==> config.mk <==
export PLATFORM = sky130hd
export DESIGN_NAME = logic_trainer_seq
export DESIGN_NICKNAME = d
export VERILOG_FILES = /design/src/rtl/logic_trainer_pkg.sv /design/src/rtl/logic_trainer_alu.sv /design/src/rtl/logic_trainer_seq.sv
export SDC_FILE = /design/constraint.sdc
export NUM_CORES = 1
export LEC_CHECK = 0
export CELL_PAD_IN_SITES_DETAIL_PLACEMENT = 0
export CELL_PAD_IN_SITES_GLOBAL_PLACEMENT = 2
export CORE_MARGIN = 3
export CORE_UTILIZATION = 35
export CTS_BUF_LIST = sky130_fd_sc_hd__clkbuf_8
export DETAILED_ROUTE_END_ITERATION = 16
export MAX_ROUTING_LAYER = met4
export PLACE_DENSITY = 0.87
export SLEW_MARGIN = 10
export SYNTH_ARGS = -nofsm -noshare
export SYNTH_HDL_FRONTEND = slang
export SYNTH_SLANG_ARGS = --single-unit
==> constraint.sdc <==
create_clock -name clk -period 4.7 [get_ports clk]
set_input_delay 0.705 -clock clk [delete_from_list [all_inputs] [get_ports clk]]
set_output_delay 0.705 -clock clk [all_outputs]
set_load 0.02 [all_outputs]
==> src/rtl/logic_trainer_pkg.sv <==
// Shared definitions for the clocked logic trainer: gate codes, sweep FSM
// states and the number of gates visited by a sweep.
// Optional feature macro: LOGIC_TRAINER_ADD_EN (gate 7 = modular add).
package logic_trainer_pkg;

    localparam logic [2:0] GATE_AND  = 3'd0;
    localparam logic [2:0] GATE_OR   = 3'd1;
    localparam logic [2:0] GATE_NAND = 3'd2;
    localparam logic [2:0] GATE_NOR  = 3'd3;
    localparam logic [2:0] GATE_XOR  = 3'd4;
    localparam logic [2:0] GATE_XNOR = 3'd5;
    localparam logic [2:0] GATE_NOTA = 3'd6;
    localparam logic [2:0] GATE_ADD  = 3'd7;

`ifdef LOGIC_TRAINER_ADD_EN
    localparam int G = 8;
`else
    localparam int G = 7;
`endif

    typedef enum logic [1:0] {
        IDLE  = 2'd0,
        STEP  = 2'd1,
        DWELL = 2'd2,
        DONE  = 2'd3
    } state_t;

endpackage

==> src/rtl/logic_trainer_alu.sv <==
// Combinational bitwise gate evaluator for the logic trainer.
// Optional feature macro: LOGIC_TRAINER_ADD_EN (gate 7 = (a+b) mod 2^WIDTH).
module logic_trainer_alu
    import logic_trainer_pkg::*;
#(
    parameter int WIDTH = 4
) (
    input  logic [WIDTH-1:0] a_i,
    input  logic [WIDTH-1:0] b_i,
    input  logic [2:0]       sel_i,
    output logic [WIDTH-1:0] y_o
);

    // Select one bitwise operation; unsupported codes yield zero.
    always_comb begin
        y_o = '0;
        case (sel_i)
            GATE_AND:  y_o = a_i & b_i;
            GATE_OR:   y_o = a_i | b_i;
            GATE_NAND: y_o = ~(a_i & b_i);
            GATE_NOR:  y_o = ~(a_i | b_i);
            GATE_XOR:  y_o = a_i ^ b_i;
            GATE_XNOR: y_o = ~(a_i ^ b_i);
            GATE_NOTA: y_o = ~a_i;
`ifdef LOGIC_TRAINER_ADD_EN
            GATE_ADD:  y_o = a_i + b_i;
`endif
            default:   y_o = '0;
        endcase
    end

endmodule

==> src/rtl/logic_trainer_seq.sv <==
// Clocked logic trainer: manual gate evaluation or an unattended sweep over
// every operand pair and gate, each result held for STEP_DIV cycles.
// Optional feature macro: LOGIC_TRAINER_ADD_EN (adds gate 7 to the sweep).
module logic_trainer_seq
    import logic_trainer_pkg::*;
#(
    parameter int WIDTH    = 4,
    parameter int STEP_DIV = 8
) (
    input  logic             clk,
    input  logic             rst,
    input  logic [WIDTH-1:0] a,
    input  logic [WIDTH-1:0] b,
    input  logic [2:0]       sel,
    input  logic             mode,
    input  logic             start,
    output logic [WIDTH-1:0] y,
    output logic [WIDTH-1:0] cur_a,
    output logic [WIDTH-1:0] cur_b,
    output logic [2:0]       cur_sel,
    output logic             valid,
    output logic             done
);

    localparam int         OW        = 2 * WIDTH;
    localparam int         DW        = (STEP_DIV > 2) ? $clog2(STEP_DIV) : 1;
    localparam logic [2:0] LAST_GATE = 3'(G - 1);

    state_t           state_q, state_d;
    logic [OW-1:0]    op_q, op_d;        // {a,b} operand index of the sweep
    logic [2:0]       gate_q, gate_d;    // inner-loop gate of the sweep
    logic [DW-1:0]    dwell_q, dwell_d;  // DWELL cycles already spent
    logic [WIDTH-1:0] y_q, y_d, cur_a_q, cur_a_d, cur_b_q, cur_b_d;
    logic [2:0]       cur_sel_q, cur_sel_d;
    logic             valid_q, valid_d, done_q, done_d;

    logic [WIDTH-1:0] alu_a, alu_b, alu_y;
    logic [2:0]       alu_sel, gate_nx;
    logic [OW-1:0]    op_nx;
    logic             last_step;

    // The single evaluator sees the user inputs in manual mode and the
    // sweep counters in auto mode.
    assign alu_a   = mode ? op_q[OW-1:WIDTH] : a;
    assign alu_b   = mode ? op_q[WIDTH-1:0]  : b;
    assign alu_sel = mode ? gate_q           : sel;

    logic_trainer_alu #(.WIDTH(WIDTH)) u_alu (
        .a_i   (alu_a),
        .b_i   (alu_b),
        .sel_i (alu_sel),
        .y_o   (alu_y)
    );

    // Gate is the inner loop; the operand index only moves after the last gate.
    assign gate_nx   = (gate_q == LAST_GATE) ? 3'd0 : gate_q + 3'd1;
    assign op_nx     = (gate_q == LAST_GATE) ? op_q + OW'(1) : op_q;
    assign last_step = (op_q == {OW{1'b1}}) && (gate_q == LAST_GATE);

    // Next-state and output-register logic for manual mode and the sweep FSM.
    always_comb begin
        state_d   = state_q;
        op_d      = op_q;
        gate_d    = gate_q;
        dwell_d   = dwell_q;
        y_d       = y_q;
        cur_a_d   = cur_a_q;
        cur_b_d   = cur_b_q;
        cur_sel_d = cur_sel_q;
        valid_d   = 1'b0;
        done_d    = 1'b0;
        if (!mode) begin
            state_d   = IDLE;
            op_d      = '0;
            gate_d    = '0;
            dwell_d   = '0;
            y_d       = alu_y;
            cur_a_d   = a;
            cur_b_d   = b;
            cur_sel_d = sel;
            valid_d   = 1'b1;
        end else begin
            case (state_q)
                IDLE: begin
                    if (start) begin
                        state_d = STEP;
                        op_d    = '0;
                        gate_d  = '0;
                        dwell_d = '0;
                    end
                end
                STEP: begin
                    y_d       = alu_y;
                    cur_a_d   = alu_a;
                    cur_b_d   = alu_b;
                    cur_sel_d = alu_sel;
                    valid_d   = 1'b1;
                    dwell_d   = '0;
                    if (STEP_DIV > 1) begin
                        state_d = DWELL;
                    end else if (last_step) begin
                        state_d = DONE;
                    end else begin
                        state_d = STEP;
                        gate_d  = gate_nx;
                        op_d    = op_nx;
                    end
                end
                DWELL: begin
                    if (dwell_q == DW'(STEP_DIV - 2)) begin
                        if (last_step) begin
                            state_d = DONE;
                        end else begin
                            state_d = STEP;
                            gate_d  = gate_nx;
                            op_d    = op_nx;
                        end
                    end else begin
                        dwell_d = dwell_q + DW'(1);
                    end
                end
                DONE: begin
                    done_d = !start;
                    if (start) begin
                        state_d = STEP;
                        op_d    = '0;
                        gate_d  = '0;
                        dwell_d = '0;
                    end
                end
                default: state_d = IDLE;
            endcase
        end
    end

    // State and output registers, cleared asynchronously.
    always_ff @(posedge clk or posedge rst) begin
        if (rst) begin
            state_q   <= IDLE;
            op_q      <= '0;
            gate_q    <= '0;
            dwell_q   <= '0;
            y_q       <= '0;
            cur_a_q   <= '0;
            cur_b_q   <= '0;
            cur_sel_q <= '0;
            valid_q   <= 1'b0;
            done_q    <= 1'b0;
        end else begin
            state_q   <= state_d;
            op_q      <= op_d;
            gate_q    <= gate_d;
            dwell_q   <= dwell_d;
            y_q       <= y_d;
            cur_a_q   <= cur_a_d;
            cur_b_q   <= cur_b_d;
            cur_sel_q <= cur_sel_d;
            valid_q   <= valid_d;
            done_q    <= done_d;
        end
    end

    assign y       = y_q;
    assign cur_a   = cur_a_q;
    assign cur_b   = cur_b_q;
    assign cur_sel = cur_sel_q;
    assign valid   = valid_q;
    assign done    = done_q;

endmodule

==> flow_summary.json <==
{
  "reg2reg_slack_ns": 2.23,
  "via_per_inst": 5.21,
  "grt_first_pass_wirelength_mm": 8.80,
  "dr.pass1.iters": 4,
  "place_ws_ns": 1.22,
  "wl_per_cell_um": 14.5,
  "fin_crit_sh": 0.676,
  "ant_nets": 0,
  "r2r_end": "op_q[0]",
  "post-cts-setup-buffers": 0,
  "ioPinCount": 32,
  "ys_warn_count": 0,
  "setup_violations": 0,
  "dr_total_vias": 1848,
  "async_reset_ff_frac": 1.00,
  "fmax_mhz": 315,
  "hold_viol": 0,
  "min_from": "y[3]",
  "dieArea_sq_um": 7230,
  "cts_hold_buf": 0,
  "cts_tree": "yes",
  "dpl.hpwl_mm": 3.67,
  "finalClockSkew_ns": 0.0113,
  "port-buffer-count": 31,
  "finalSetupTns_ns": 0,
  "ys_seq_elements": 33,
  "min_period_ns": 3.18,
  "worst_skew_pair.late_latency_ns": 0.29,
  "ir_worst_vdd_v": 0.000236,
  "fin_nets": 309,
  "clk_pin_slew_ns": 0.08,
  "dp_cells": 347,
  "htree_levels": 2,
  "antenna_found_initial": 0,
  "reg2reg_depth": 7,
  "cp.required_ns": 4.86,
  "rsz0062_at_grt": "false",
  "maxSlewHeadroom": 0.438,
  "worst_pin_slew_ns": 0.819,
  "fp.dieH_um": 85.1,
  "grt_pass1_vias": 1732,
  "coreArea_sq_um": 5990,
  "wirelength_mm": 5.15,
  "initial_utilization": 0.365,
  "instances_no_fill": 355,
  "synthesis.instances": 250,
  "avgSynthCellArea_sq_um": 8.75,
  "startpoint": "mode",
  "synth_cell_type_count": 52,
  "leakagePower_nw": 1.20,
  "critPathKind": "in2reg",
  "synth-seq-area-share": 0.378,
  "arrival_ns": 3.34,
  "drc_errors": 0,
  "clock-sinks": 33,
  "worstSetupEndpointType": "flip-flop",
  "synth_area_sq_um": 2190,
  "outcome": "completed",
  "first_iter_violations": 80,
  "grt.total_usage": 0.157,
  "crit_end": "y[2]",
  "slew_viol_final": 0,
  "worstSetupStartpointType": "input port",
  "r2r_start": "state_q[0]",
  "fin_ws_ns": 1.52,
  "diodes": 0,
  "rows": 28,
  "fillers": 590,
  "cts_resized": 0,
  "synth_ff_type": "dfrtp_1",
  "hp-class": "reg2reg",
  "grt_max_degree": 35,
  "die_w_um": 85.1,
  "syn2layout_area_growth_pct": 21.5,
  "powerDensity_nw_per_um2": 479,
  "crit_path_max_fanout": 34,
  "drive_above_1_share": 0.0714,
  "gp_congestion": 0.774,
  "synth_fp_nets": 280,
  "synth_edf_count": 0,
  "cts_buffers": 5,
  "cts_root_buf": "clkbuf_8",
  "drv_cap": 0,
  "clock_path_buffers": 2,
  "overflow": 0
}
==> worst min path at each step <==
stage               depth (start not counted)          to  slack, ns
floorplan                                   2  dwell_q[1]       0.48
global placement                            2        y[3]       0.48
detailed placement                          2        y[2]       0.48
CTS                                         2        y[2]       0.49
global route                                2        y[2]       0.51
finish                                      2        y[3]       0.49
==> registers in the layout, indices dropped and copies added, names as in the netlist <==
register,count
cur_sel,3
cur_a,4
done,1
dwell_q,3
gate_q,3
cur_b,4
valid,1
op_q,8
y,4
state_q,2
==> layout make-up <==
type	count	area, sq um	share of cell area
tap	75	93.8	0.0353
sequential	33	826	0.311
multi-input combinational	188	1240	0.466
clock inverter	1	5.00	0.00188
inverter	17	63.8	0.0240
clock buffer	7	96.3	0.0363
timing repair buffer	34	333	0.125
==> worst max-delay path, cell delays in order <==
cell	delay, ns
clkdlybuf4s50_1	0.45
buf_4	0.33
inv_1	0.30
a21oi_1	0.42
ha_1	0.34
nor2b_1	0.14
nor3_1	0.14
a211oi_1	0.07
o32ai_1	0.31
o21ai_0	0.11
==> per-stage QoR <==
stage	utilization	power [W]	instance area (sq um)	hold slack (ns)
2_1_floorplan	-	0.000838	2190	0.478
3_3_place_gp	0.426	0.00104	2550	0.484
3_5_place_dp	0.426	0.00104	2550	0.475
4_1_cts	0.443	0.00129	2660	0.493
5_1_grt	0.443	0.00137	2660	0.512
6_report	0.443	0.00127	2660	0.485
==> cells in the mapped netlist (all sizes together), types with 2 or more instances <==
master	instances	area, sq um
o21ai	15	75.1
mux2	2	22.5
a21oi	22	110
nor3	2	10.0
mux2i	8	80.1
nand3	7	40.0
inv	16	60.1
o21a	3	22.5
dfrtp	33	826
and3	2	12.5
o22ai	5	31.3
nor2b	5	31.3
a21boi	7	52.6
nand2	26	100
or4	2	15.0
o31a	2	17.5
ha	15	188
xor2	3	26.3
or3	2	12.5
o221ai	2	17.5
a211oi	4	30.0
clkbuf	4	15.0
buf	8	43.8
a21o	2	16.3
nand3b	7	65.1
nor2	28	105
==> cell families after synthesis <==
family                   after synthesis  synth area share
AO/OA/AOI/OAI                         73             0.222
XOR/XNOR                               3            0.0120
adder cells (fa/ha/maj)               15            0.0858
buffers and inverters                 29            0.0561
flip-flops                            33             0.378
multiplexers                          10            0.0469
AND/OR/NAND/NOR                       87             0.200
==> layout by cell type, fill, tap and decap left out, types with 3 or more instances in the layout <==
cell and count:
buf_4 3, nand3b_1 6, o21a_1 3, mux2i_1 8
o21ai_0 10, nor2_1 28, o22ai_1 5, a21oi_1 22
nand2_1 25, clkdlybuf4s50_1 31, a21boi_0 6, ha_1 15
a211oi_1 4, o21ai_1 5, xor2_1 3, inv_1 16
nand3_1 6, nor2b_1 5, dfrtp_1 33, clkbuf_8 7
==> per-layer routing <==
metal	global-route usage	part of all wire
met2	0.215	0.44
met4	0.0374	0.0062
met1	0.236	0.52
met5	-	0
met3	0.0330	0.037
==> power breakdown <==
group,switching [W],internal (W)
Combinational,0.000347,0.000266
Sequential,0.0000592,0.000358
Clock,0.000109,0.000133
Total,0.000516,0.000757
(Power assumes the default switching activity.)
